**src/rtl/mc_ctrl_if.sv**
```systemverilog
// mc_ctrl_if: opcode/flag inputs and datapath control strobes of the multicycle sequencer
interface mc_ctrl_if #(parameter int OP_W = 6);
  logic [OP_W-1:0] op;
  logic            zero;
  logic            mem_ready;
  logic            pc_en;
  logic            irwrite;
  logic            iord;
  logic            memwrite;
  logic            regwrite;
  logic            regdst;
  logic            memtoreg;
  logic            alusrca;
  logic [1:0]      alusrcb;
  logic [1:0]      aluop;
  logic [1:0]      pcsrc;
  logic            retire;
  logic            err;
  logic [3:0]      state;
  modport master (
    output op, zero, mem_ready,
    input  pc_en, irwrite, iord, memwrite, regwrite, regdst, memtoreg, alusrca,
           alusrcb, aluop, pcsrc, retire, err, state
  );
  modport slave (
    input  op, zero, mem_ready,
    output pc_en, irwrite, iord, memwrite, regwrite, regdst, memtoreg, alusrca,
           alusrcb, aluop, pcsrc, retire, err, state
  );
endinterface

```
**src/rtl/mc_ctrl_fsm.sv**
```systemverilog
// mc_ctrl_fsm: multicycle MIPS Moore sequencer with memory-wait watchdog; define MC_CTRL_BNE_EN to add bne
module mc_ctrl_fsm #(
  parameter int TIMEOUT_CYCLES = 15,
  parameter int OP_W           = 6
) (
  input logic     clk,
  input logic     reset,
  mc_ctrl_if.slave bus
);
  localparam int CW = TIMEOUT_CYCLES > 0 ? $clog2(TIMEOUT_CYCLES + 1) : 1;
  typedef enum logic [3:0] {
    FETCH   = 4'd0,
    DECODE  = 4'd1,
    MEMADR  = 4'd2,
    MEMRD   = 4'd3,
    MEMWB   = 4'd4,
    MEMWR   = 4'd5,
    RTYPEEX = 4'd6,
    RTYPEWB = 4'd7,
    BEQEX   = 4'd8,
    ADDIEX  = 4'd9,
    JEX     = 4'd10,
    ADDIWB  = 4'd11,
    BNEEX   = 4'd12,
    ERROR   = 4'd15
  } state_t;
  state_t        state_q, state_d, s;
  logic [CW-1:0] cnt_q, cnt_d;
  logic          err_q, err_d, waiting, timeout;
  // next state, saturating wait counter and sticky error
  always_comb begin
    waiting = state_q == FETCH || state_q == MEMRD || state_q == MEMWR;
    timeout = TIMEOUT_CYCLES != 0 && cnt_q == CW'(TIMEOUT_CYCLES) && !bus.mem_ready;
    state_d = state_q;
    case (state_q)
      FETCH:   state_d = bus.mem_ready ? DECODE : timeout ? ERROR : FETCH;
      DECODE: begin
        state_d = ERROR;
        if (bus.op == OP_W'(6'b000000)) state_d = RTYPEEX;
        if (bus.op == OP_W'(6'b100011) || bus.op == OP_W'(6'b101011)) state_d = MEMADR;
        if (bus.op == OP_W'(6'b000100)) state_d = BEQEX;
        if (bus.op == OP_W'(6'b001000)) state_d = ADDIEX;
        if (bus.op == OP_W'(6'b000010)) state_d = JEX;
`ifdef MC_CTRL_BNE_EN
        if (bus.op == OP_W'(6'b000101)) state_d = BNEEX;
`endif
      end
      MEMADR:  state_d = bus.op == OP_W'(6'b101011) ? MEMWR : MEMRD;
      MEMRD:   state_d = bus.mem_ready ? MEMWB : timeout ? ERROR : MEMRD;
      MEMWR:   state_d = bus.mem_ready ? FETCH : timeout ? ERROR : MEMWR;
      RTYPEEX: state_d = RTYPEWB;
      ADDIEX:  state_d = ADDIWB;
      MEMWB, RTYPEWB, ADDIWB, BEQEX, JEX: state_d = FETCH;
`ifdef MC_CTRL_BNE_EN
      BNEEX:   state_d = FETCH;
`endif
      default: state_d = ERROR;
    endcase
    cnt_d = state_d != state_q ? '0 :
            (waiting && !bus.mem_ready && cnt_q != '1) ? cnt_q + 1'b1 : cnt_q;
    err_d = state_d == ERROR;
  end
  // state, counter and error registers with synchronous reset
  always_ff @(posedge clk) begin
    if (reset) begin
      state_q <= FETCH;
      cnt_q   <= '0;
      err_q   <= 1'b0;
    end else begin
      state_q <= state_d;
      cnt_q   <= cnt_d;
      err_q   <= err_d;
    end
  end
  // Moore decode of datapath controls; reset forces FETCH selects with strobes off
  always_comb begin
    s            = reset ? FETCH : state_q;
    bus.pc_en    = 1'b0;
    bus.irwrite  = 1'b0;
    bus.iord     = 1'b0;
    bus.memwrite = 1'b0;
    bus.regwrite = 1'b0;
    bus.regdst   = 1'b0;
    bus.memtoreg = 1'b0;
    bus.alusrca  = 1'b0;
    bus.alusrcb  = 2'b00;
    bus.aluop    = 2'b00;
    bus.pcsrc    = 2'b00;
    bus.retire   = 1'b0;
    case (s)
      FETCH: begin
        bus.alusrcb = 2'b01;
        bus.irwrite = bus.mem_ready && !reset;
        bus.pc_en   = bus.mem_ready && !reset;
      end
      DECODE:  bus.alusrcb = 2'b11;
      MEMADR: begin
        bus.alusrca = 1'b1;
        bus.alusrcb = 2'b10;
      end
      MEMRD:   bus.iord = 1'b1;
      MEMWB: begin
        bus.memtoreg = 1'b1;
        bus.regwrite = 1'b1;
        bus.retire   = 1'b1;
      end
      MEMWR: begin
        bus.iord     = 1'b1;
        bus.memwrite = 1'b1;
        bus.retire   = bus.mem_ready;
      end
      RTYPEEX: begin
        bus.alusrca = 1'b1;
        bus.aluop   = 2'b10;
      end
      RTYPEWB: begin
        bus.regdst   = 1'b1;
        bus.regwrite = 1'b1;
        bus.retire   = 1'b1;
      end
      BEQEX: begin
        bus.alusrca = 1'b1;
        bus.aluop   = 2'b01;
        bus.pcsrc   = 2'b01;
        bus.pc_en   = bus.zero;
        bus.retire  = 1'b1;
      end
`ifdef MC_CTRL_BNE_EN
      BNEEX: begin
        bus.alusrca = 1'b1;
        bus.aluop   = 2'b01;
        bus.pcsrc   = 2'b01;
        bus.pc_en   = !bus.zero;
        bus.retire  = 1'b1;
      end
`endif
      ADDIEX: begin
        bus.alusrca = 1'b1;
        bus.alusrcb = 2'b10;
      end
      ADDIWB: begin
        bus.regwrite = 1'b1;
        bus.retire   = 1'b1;
      end
      JEX: begin
        bus.pcsrc  = 2'b10;
        bus.pc_en  = 1'b1;
        bus.retire = 1'b1;
      end
      default: ;
    endcase
    bus.err   = err_q && !reset;
    bus.state = s;
  end
endmodule

```
**src/flat_wrapper.sv**
```systemverilog
// flat-port wrapper written by rule: the top's interface ports become plain ports
module mc_ctrl_fsm_flat 
#(
  parameter int TIMEOUT_CYCLES = 15,
  parameter int OP_W           = 6
)
  (clk, reset, bus_op, bus_zero, bus_mem_ready, bus_pc_en, bus_irwrite, bus_iord, bus_memwrite, bus_regwrite, bus_regdst, bus_memtoreg, bus_alusrca, bus_alusrcb, bus_aluop, bus_pcsrc, bus_retire, bus_err, bus_state);
  mc_ctrl_if #(.OP_W(OP_W)) bus_i ();
  input logic clk;
  input logic reset;
  input wire logic [$bits(bus_i.op)-1:0] bus_op;
  input wire logic [$bits(bus_i.zero)-1:0] bus_zero;
  input wire logic [$bits(bus_i.mem_ready)-1:0] bus_mem_ready;
  output wire logic [$bits(bus_i.pc_en)-1:0] bus_pc_en;
  output wire logic [$bits(bus_i.irwrite)-1:0] bus_irwrite;
  output wire logic [$bits(bus_i.iord)-1:0] bus_iord;
  output wire logic [$bits(bus_i.memwrite)-1:0] bus_memwrite;
  output wire logic [$bits(bus_i.regwrite)-1:0] bus_regwrite;
  output wire logic [$bits(bus_i.regdst)-1:0] bus_regdst;
  output wire logic [$bits(bus_i.memtoreg)-1:0] bus_memtoreg;
  output wire logic [$bits(bus_i.alusrca)-1:0] bus_alusrca;
  output wire logic [$bits(bus_i.alusrcb)-1:0] bus_alusrcb;
  output wire logic [$bits(bus_i.aluop)-1:0] bus_aluop;
  output wire logic [$bits(bus_i.pcsrc)-1:0] bus_pcsrc;
  output wire logic [$bits(bus_i.retire)-1:0] bus_retire;
  output wire logic [$bits(bus_i.err)-1:0] bus_err;
  output wire logic [$bits(bus_i.state)-1:0] bus_state;
  assign bus_i.op = bus_op;
  assign bus_i.zero = bus_zero;
  assign bus_i.mem_ready = bus_mem_ready;
  assign bus_pc_en = bus_i.pc_en;
  assign bus_irwrite = bus_i.irwrite;
  assign bus_iord = bus_i.iord;
  assign bus_memwrite = bus_i.memwrite;
  assign bus_regwrite = bus_i.regwrite;
  assign bus_regdst = bus_i.regdst;
  assign bus_memtoreg = bus_i.memtoreg;
  assign bus_alusrca = bus_i.alusrca;
  assign bus_alusrcb = bus_i.alusrcb;
  assign bus_aluop = bus_i.aluop;
  assign bus_pcsrc = bus_i.pcsrc;
  assign bus_retire = bus_i.retire;
  assign bus_err = bus_i.err;
  assign bus_state = bus_i.state;
  mc_ctrl_fsm #(.TIMEOUT_CYCLES(TIMEOUT_CYCLES), .OP_W(OP_W)) u_core (.clk(clk), .reset(reset), .bus(bus_i));
endmodule
```
**config.mk**
```make
export PLATFORM = sky130hd
export DESIGN_NAME = mc_ctrl_fsm_flat
export DESIGN_NICKNAME = d
export VERILOG_FILES = /design/src/rtl/mc_ctrl_if.sv /design/src/rtl/mc_ctrl_fsm.sv /design/src/flat_wrapper.sv
export SDC_FILE = /design/constraint.sdc
export NUM_CORES = 1
export LEC_CHECK = 0
export ABC_CLOCK_PERIOD_IN_PS = 4200
export BUFFER_PORTS_ARGS = -buffer_cell sky130_fd_sc_hd__clkbuf_2
export CAP_MARGIN = 25
export CORE_MARGIN = 2
export CORE_UTILIZATION = 25
export DETAILED_ROUTE_END_ITERATION = 10
export SLEW_MARGIN = 20
export SYNTH_ARGS = -nofsm -noshare
export SYNTH_HDL_FRONTEND = slang
export SYNTH_SLANG_ARGS = --single-unit
```
**constraint.sdc**
```tcl
create_clock -name clk -period 4.2 [get_ports clk]
set_input_delay 0 -clock clk [delete_from_list [all_inputs] [get_ports clk]]
set_output_delay 0 -clock clk [all_outputs]
set_load 0.03 [all_outputs]
```
Yosys cells after proc, flatten, opt, wreduce, memory -nomap -nowiden:

Cells that the tools add are included.

* reductions and logical operators: 20
* add/sub/neg operators: 1
* eq/ne operators: 31
* mux-type cells: 26

Operators by type and width (number)
* 4-bit two-way mux: 12
* 4-bit equality test, second input constant: 10
* 4-bit by 3-bit equality test with 1-bit output, second input constant: 8
* 4-bit case mux with 8 select lines: 1
* 4-bit by 2-bit equality test with 1-bit output, second input constant: 4
* 6-bit equality test, second input constant: 2
* 5-bit OR reduction: 2
* 4-bit by 1-bit equality test with 1-bit output, second input constant: 2
* 4-bit zero test: 2
* 2-bit case mux with 2 select lines: 2
* 1-bit two-way mux: 7
* 6-bit by 2-bit equality test with 1-bit output, second input constant: 1
* 6-bit by 3-bit equality test with 1-bit output, second input constant: 1
* 6-bit by 4-bit equality test with 1-bit output, second input constant: 1
* 6-bit zero test: 1
* 2-bit case mux with 3 select lines: 1
* 2-bit OR reduction: 3
* 1-bit logical AND: 5
* 4-bit by 1-bit adder with 4-bit output, second input constant: 1
* 4-bit inequality test: 1
* 4-bit inequality test, second input constant: 1
* 4-bit OR reduction: 1
* 1-bit logical OR: 3
* 3-bit two-way mux: 1
* 4 further kinds: 5

* bits in registers: 9
* bits of input ports: 10
* output and inout bits: 20

Longest topological paths before layout:

Gate-level depths: netlist of the first run.

* depth in word-level cells: 9
* mapped depth: 7
* mapped depth without buffers: 7

Least setup slack after synthesis of the first run:

No wires, ideal clock.

* path kind: flip-flop to output port
* from: register u_core.state_q[3]
* to: output port bus_pc_en
* buffers on the path: 2
* data required time: 4200 ps
* data arrival time: 2087 ps
* stages on the path, launching flop included: 6
* path slack: 2113 ps
* cells stage by stage: dfxtp_1 -> buf_2 -> buf_2 -> nor2b_1 -> nand2_1 -> o21bai_1

* word-level cells in the longest chain between the ends: 3
* elaborated cells between the ends (all ways): 5

Ends and longest elaborated chain
* from (decl): line mc_ctrl_fsm.sv:27 `state_t state_q, state_d, s;`
* from (signal assigned): line mc_ctrl_fsm.sv:70 `state_q <= state_d;`
* 4-bit two-way mux (*): line mc_ctrl_fsm.sv:77 `s = reset ? FETCH : state_q;`
* via bus_state[3]: line flat_wrapper.sv:27 `output wire logic [$bits(bus_i.state)-1:0] bus_state;`
* 4-bit equality test / 4-bit zero test (equally long branches): line mc_ctrl_fsm.sv:90 `case (s)`
* 1-bit case mux with 3 select lines (*): line mc_ctrl_fsm.sv:90
* to (decl): line flat_wrapper.sv:14 `output wire logic [$bits(bus_i.pc_en)-1:0] bus_pc_en;`

The timed path passes the listed nets; every way through them passes the cells marked *.

Final worst setup path of the first run:

* from: register u_core.state_q[3]
* to: register u_core.cnt_q[1]

* word-level cells in the longest chain between the ends: 5
* elaborated cells between the ends (all ways): 20

Ends and longest elaborated chain
* 4-bit by 3-bit equality test with 1-bit output (tied with other cells): line mc_ctrl_fsm.sv:35 `case (state_q)`
* 5-bit OR reduction / 1-bit logical OR (equally long branches): line mc_ctrl_fsm.sv:35, mc_ctrl_fsm.sv:32
* 4-bit case mux with 8 select lines / 1-bit logical OR (equally long branches): line mc_ctrl_fsm.sv:35, mc_ctrl_fsm.sv:32
* 4-bit inequality test / 1-bit logical AND (equally long branches): line mc_ctrl_fsm.sv:59, mc_ctrl_fsm.sv:60
* 2-bit OR reduction (no line) / 1-bit logical AND (equally long branches)
* to (signal assigned): line mc_ctrl_fsm.sv:71 `cnt_q <= cnt_d;`
* to (decl): line mc_ctrl_fsm.sv:28 `logic [CW-1:0] cnt_q, cnt_d;`

Several ways; a longest one is shown, not always the timed one.
A chain may end at the register's enable or synchronous reset.

==> summary.txt, run 1 <==
PwrDens = 666 nW/µm²
GRT Total Usage = 0.135
Share of layout cells above drive strength 1 = 0.276
Fin. max-slew vios = 0
Worst skew pair latency = 0.23 ns
Worst Hold Path Cells = 2
Setup-failing EPs final = 0
Synth area leader = dfxtp_1
Clk sinks = 9
Global route overflow = 0
Synth Warn # = 0
H-Tree Depth = 1
Count leader, synth = nor2_1
Met2 Track Usage GR = 0.235
Num CTS Buffers = 3
Worst-margin pin slew = 0.810 ns
Syn Inst Count = 139
Routed Antenna Nets = 0
# IOs = 30
Port-buffer cells = 29
GRT met1 Usage = 0.163
CTS tree = done
Outcome = finished clean
Hold_buf cts = 0
Most used DFF post-synth = dfxtp_1
Hold Path Sink = u_core.state_q[2]
Syn nets = 150
Clock Skew = 0.00197 ns
CP max stage cell = dfxtp_1
Clock share of power = 0.122
Tmin final = 2.18 ns
Sw frac = 0.545
Reg2reg end = u_core.cnt_q[1]
R2r startpoint = u_core.state_q[3]
Clock-pin slew on the worst setup and hold paths = 0.04 ns
Wire per inst = 13.5 µm
Worst reg-to-reg path cell count = 6
MaxCap Viol Count = 0
Worst stage delay on the critical path = 0.84 ns
Post-cts repair resize count = 0
Top post-synthesis cells by area = dfxtp_1 (18%), nor2_1 (7.4%), nor3_1 (5.9%)
P_sw = 0.442 mW
# diodes = 0
Tot Pwr = 0.810 mW
Worst hold path startpoint = reset
Worst-path fanout max = 25
Post-route clock period utilization = 0.518
DP Wirelength = 2190 µm
# DRC = 0
Levels on crit path = 6
Clock Path Buffers = 2
Max VDD drop = 0.000148 V
Final worst slack = 2.02 ns
Number of post-CTS setup repair buffers = 0
# fillers = 443
Lkg Pwr = 0.525 nW
WP data arrival = 2.29 ns
Setup TNS Final = 0 ns
Largest net degree at the start of global routing = 26
Flop pwr share = 0.206
Startpoint types = flop
Final nets = 175
Comb power frac = 0.672
Met3 Use GR = 0.0233
WL final = 2880 µm
Fmax = 459 MHz
Critical path buffers and inverters = 0
Initial DRC Count = 87
Synth top area share = 0.177
Vias in the first global route = 1,054
Required @ worst endpoint = 4.32 ns
Gpl congestion = 0.853
CP delay by family, top = simple AND/OR/NAND/NOR gates
Sequential share of the synthesized area = 0.177
Synthesis-stage register bit count = 9
Crit. End Element = flop
Setup CP Type = reg -> reg
Netlist Area Pre-Place = 1020 µm²
R2R setup slack = 2.02 ns
Final core utilization = 0.307
Ys async rst share = 0
Place WS = 2.09 ns
Most frequent cells after synthesis = nor2_1 (20), nor3_1 (12), nand2_1 (10), dfxtp_1 (9)
Syn_area_per_cell = 7.32 µm²
Initial core utilization = 0.256
Finished Layout Cells = 213
Routed vias = 1,165
RSZ-0062 raised after global routing = no
Count of cell types in the netlist = 51
First-pass GRT wire length = 4760 µm
Initial antenna violation count = 0
Placed insts = 209
Die X = 67.8 µm
Grt peak-use layer = met2
Row cnt = 23
Cells along the critical path = nor2_1, a21oi_1, o32ai_1, or4_1, nand4_2, nor3_1
Root buf cell = clkbuf_8
Slew Limit Headroom = 0.459
Core area = 3970 µm²
Count of final hold-check violations = 0
P&R area growth vs syn = 19.7%
Die H = 67.8 µm
Post-synth EDFFs = 0
Worst min path class = in -> reg
Internal power = 0.369 mW
Routed vias/inst = 5.47
DRT Pass-1 Iters = 4
Die area = 4590 µm²
-- area by class of cell --
| cell class | count | area, µm² | share of cell area |
|---|---|---|---|
| multi-input combinational | 115 | 758 | 0.623 |
| tap | 50 | 62.6 | 0.0514 |
| clock buffer | 4 | 45.0 | 0.0370 |
| inverter | 5 | 18.8 | 0.0154 |
| timing repair buffer | 30 | 153 | 0.125 |
| sequential | 9 | 180 | 0.148 |
-- sequential cells by signal, indices dropped and copies added, names as in the netlist --
signal / cells
u_core.cnt_q: 4
u_core.state_q: 4
u_core.err_q: 1
-- kinds of logic after synthesis --
kind of cell | count (synthesis) | share of synthesized area
simple gates | 74 | 0.406
compound gates | 31 | 0.230
buf+inv | 15 | 0.0775
flops | 9 | 0.177
xor+xnor | 6 | 0.0517
mux | 3 | 0.0455
fa+ha+maj | 1 | 0.0123
-- worst max-delay path by stage --
stage / startpoint / endpoint / slack, ns
CTS: u_core.state_q[3] / u_core.cnt_q[1] / 2.05
floorplan: u_core.state_q[3] / bus_pc_en / 2.11
global placement: u_core.state_q[3] / u_core.cnt_q[3] / 2.09
finish: u_core.state_q[3] / u_core.cnt_q[1] / 2.02
detailed placement: u_core.state_q[3] / u_core.cnt_q[1] / 2.09
global route: u_core.state_q[3] / u_core.cnt_q[0] / 1.83
-- worst register-to-register path, stage by stage (launching register included) --
cell	delay, ns
dfxtp_1	0.84
nor2_1	0.21
a21oi_1	0.17
o32ai_1	0.09
or4_1	0.53
nand4_2	0.15
nor3_1	0.07
-- cells in the final DEF, fill, tap and decap left out, drive strengths merged, types with 2 or more instances in the layout --
| cell type | Yosys | layout |
|---|---|---|
| clkbuf | 1 | 33 |
| nor2 | 22 | 22 |
| nor3 | 13 | 13 |
| nand2 | 10 | 10 |
| dfxtp | 9 | 9 |
| nor4 | 7 | 7 |
| nor2b | 6 | 6 |
| a21oi | 6 | 6 |
| inv | 5 | 5 |
| nand3 | 3 | 3 |
| xnor2 | 3 | 3 |
| xor2 | 3 | 3 |
| nand4 | 3 | 3 |
| and3 | 2 | 2 |
| a211oi | 2 | 2 |
| a32oi | 2 | 2 |
| o31ai | 2 | 2 |
| o41a | 2 | 2 |
| o21ai | 2 | 2 |
| o211ai | 2 | 2 |
| o32ai | 2 | 2 |
| mux2i | 2 | 2 |
| or4 | 2 | 2 |
-- power by group through the flow --
stage / combinational [mW] / sequential (mW) / clock (mW)
2_1_floorplan: 0.484 / 0.120 / 0
3_3_place_gp: 0.542 / 0.166 / 0
3_5_place_dp: 0.542 / 0.166 / 0
4_1_cts: 0.544 / 0.165 / 0.101
5_1_grt: 0.604 / 0.173 / 0.108
6_report: 0.545 / 0.167 / 0.0991
-- through the flow --
step	area [µm²]	hold WS [ns]
3_5_place_dp	1170	0.399
6_report	1220	0.161
2_1_floorplan	1020	0.115
3_3_place_gp	1170	0.389
4_1_cts	1220	0.160
5_1_grt	1220	0.196
-- routing by layer --
metal | share of wire | routed length [µm] | up-vias
li1 | - | - | 578
met5 | 0 | 0 | -
met3 | 0.068 | 195 | 10
met4 | 0.030 | 87 | 0
met1 | 0.46 | 1320 | 528
met2 | 0.44 | 1280 | 49
(Power assumes the default switching activity.)
==> run 2: changes to the inputs <==
- ABC_CLOCK_PERIOD_IN_PS: 4200 -> 2100
- clock period: 4.2 -> 2.1 ns (I/O delays scaled with it)
==> summary.txt, run 2 (synthesized netlist as in run 1, its figures left out) <==
Outcome = finished clean
Routed vias/inst = 5.38 (-1.6%)
H-Tree Depth = 1 (unchanged)
Tmin final = 1.92 ns (-0.253 ns)
Fmax = 520 MHz (+13%)
Wire per inst = 13.3 µm (-1.7%)
Routed vias = 1,190 (+2.1%)
Post-route clock period utilization = 0.916 (+0.398)
Initial core utilization = 0.256 (unchanged)
P_sw = 0.908 mW (+110%)
Max VDD drop = 0.000551 V (+270%)
Min Hold Slack = 0.139 ns (-0.0223 ns)
Gpl congestion = 0.875 (+2.6%)
Placement Cell Area = 1230 µm² (+5.1%)
GRT Total Usage = 0.139 (+0.00379)
Fin. max-slew vios = 0 (unchanged)
Vias in the first global route = 1,120 (+6.3%)
Clk sinks = 9 (unchanged)
Count of final hold-check violations = 0 (unchanged)
Die H = 67.8 µm (unchanged)
Setup TNS Final = 0 ns (unchanged)
Clock-pin slew on the worst setup and hold paths = 0.05 ns (about the same)
Slew Limit Headroom = 0.702 (+0.243)
Commonest non-fill, non-tap cell in the layout = clkbuf_2
Worst-margin pin slew = 0.446 ns (-0.364 ns)
Routed Antenna Nets = 0 (unchanged)
Clock Skew = 0.00668 ns (+0.00472 ns)
Worst-path fanout max = 5 (-80%)
Internal power = 0.814 mW (+120%)
Largest net degree at the start of global routing = 15 (-42%)
Setup-failing EPs final = 0 (unchanged)
Most frequent cells in the layout = clkbuf_2 (29), nor2_1 (20), nor3_1 (12)
# diodes = 0 (unchanged)
Post-cts repair resize count = 0 (unchanged)
Global route overflow = 0 (unchanged)
Root buf cell = clkbuf_8
Sw frac = 0.527 (-0.0179)
# IOs = 30 (unchanged)
Crit. End Element = flop
Top Registers = u_core.cnt_q x4, u_core.state_q x4, u_core.err_q x1
Clock share of power = 0.116 (-0.006)
Worst min path class = in -> reg
Share of layout cells above drive strength 1 = 0.310 (+0.0339)
Number of post-CTS setup repair buffers = 0 (unchanged)
Initial antenna violation count = 0 (unchanged)
WL final = 2930 µm (+2.0%)
Startpoint types = flop
First-pass GRT wire length = 4950 µm (+3.9%)
P&R area growth vs syn = 25.6%
Comb power frac = 0.698 (+0.026)
# DRC = 0 (unchanged)
DP Wirelength = 2310 µm (+5.4%)
MaxCap Viol Count = 0 (unchanged)
Clock Path Buffers = 2 (unchanged)
Final Cell Area = 1280 µm² (+4.9%)
Hold_buf cts = 0 (unchanged)
Port-buffer cells = 29 (unchanged)
WP data arrival = 2.04 ns (-0.25 ns)
Row cnt = 23 (unchanged)
Num CTS Buffers = 3 (unchanged)
Die area = 4590 µm² (unchanged)
# fillers = 443 (unchanged)
Initial DRC Count = 77 (-11%)
Lkg Pwr = 0.566 nW (+7.7%)
Core area = 3970 µm² (unchanged)
Flop pwr share = 0.186 (-0.020)
PwrDens = 1350 nW/µm² (+100%)
Setup CP Type = reg -> reg
Required @ worst endpoint = 2.21 ns (-2.11 ns)
RSZ-0062 raised after global routing = no
Final core utilization = 0.322 (+0.0151)
Worst skew pair latency = 0.23 ns (about the same)
CTS tree = done
Final nets = 183 (+4.6%)
DRT Pass-1 Iters = 4 (unchanged)
Die X = 67.8 µm (unchanged)
==> run 2: cell types whose count changed in the layout (fill, tap and decap cells not counted), sizes merged <==
cell	before	now
buf	1	9
==> run 2: worst paths after layout <==
check                       start                end  slack [ns]  depth (start not counted)
setup / recovery  u_core.cnt_q[0]    u_core.cnt_q[0]        0.18                          7
hold / removal              reset  u_core.state_q[0]        0.14                          2
setup reg to reg  u_core.cnt_q[0]    u_core.cnt_q[0]        0.18                          7
hold reg to reg   u_core.cnt_q[1]    u_core.cnt_q[1]        0.55                          2
==> run 2: final cells by class <==
class,instances,area [µm²],share of cell area
Multi-Input combinational cell,115,758,0.594
Timing Repair Buffer,38,213,0.167
Sequential cell,9,180,0.141
Tap cell,50,62.6,0.0490
Clock buffer,4,45.0,0.0353
Inverter,5,18.8,0.0147
==> run 2: per-layer routing <==
metal / vias to the layer above / global-route usage / wire length, µm
li1: 594 / - / -
met1: 543 / 0.171 / 1390
met2: 51 / 0.245 / 1330
met3: 2 / 0.0383 / 207
met4: 0 / 0.0200 / 12
met5: - / 0 / 0
==> run 2: power groups by stage <==
| stage | clock network (mW) | registers (mW) | logic, mW |
|---|---|---|---|
| after floorplan | 0 | 0.239 | 0.968 |
| after global placement | 0 | 0.315 | 1.20 |
| after detailed placement | 0 | 0.318 | 1.19 |
| after CTS | 0.205 | 0.315 | 1.20 |
| after global routing | 0.216 | 0.328 | 1.33 |
| final | 0.199 | 0.320 | 1.20 |
==> run 2: per-stage QoR <==
stage | total power, mW | std cells | setup slack [ns]
3_5_place_dp | 1.51 | 217 | 0.178
5_1_grt | 1.87 | 221 | 0.0232
4_1_cts | 1.72 | 221 | 0.176
6_report | 1.72 | 221 | 0.175
3_3_place_gp | 1.52 | 217 | 0.256
2_1_floorplan | 1.21 | 139 | 0.0130
==> run 2: critical path, stage by stage, from the launching register on <==
cell and delay (ns):
dfxtp_1 0.36, ha_1 0.30, nand4b_4 0.14, a32oi_1 0.18, nor3_1 0.06, or4_1 0.54
nand4_2 0.16, nor3_1 0.07
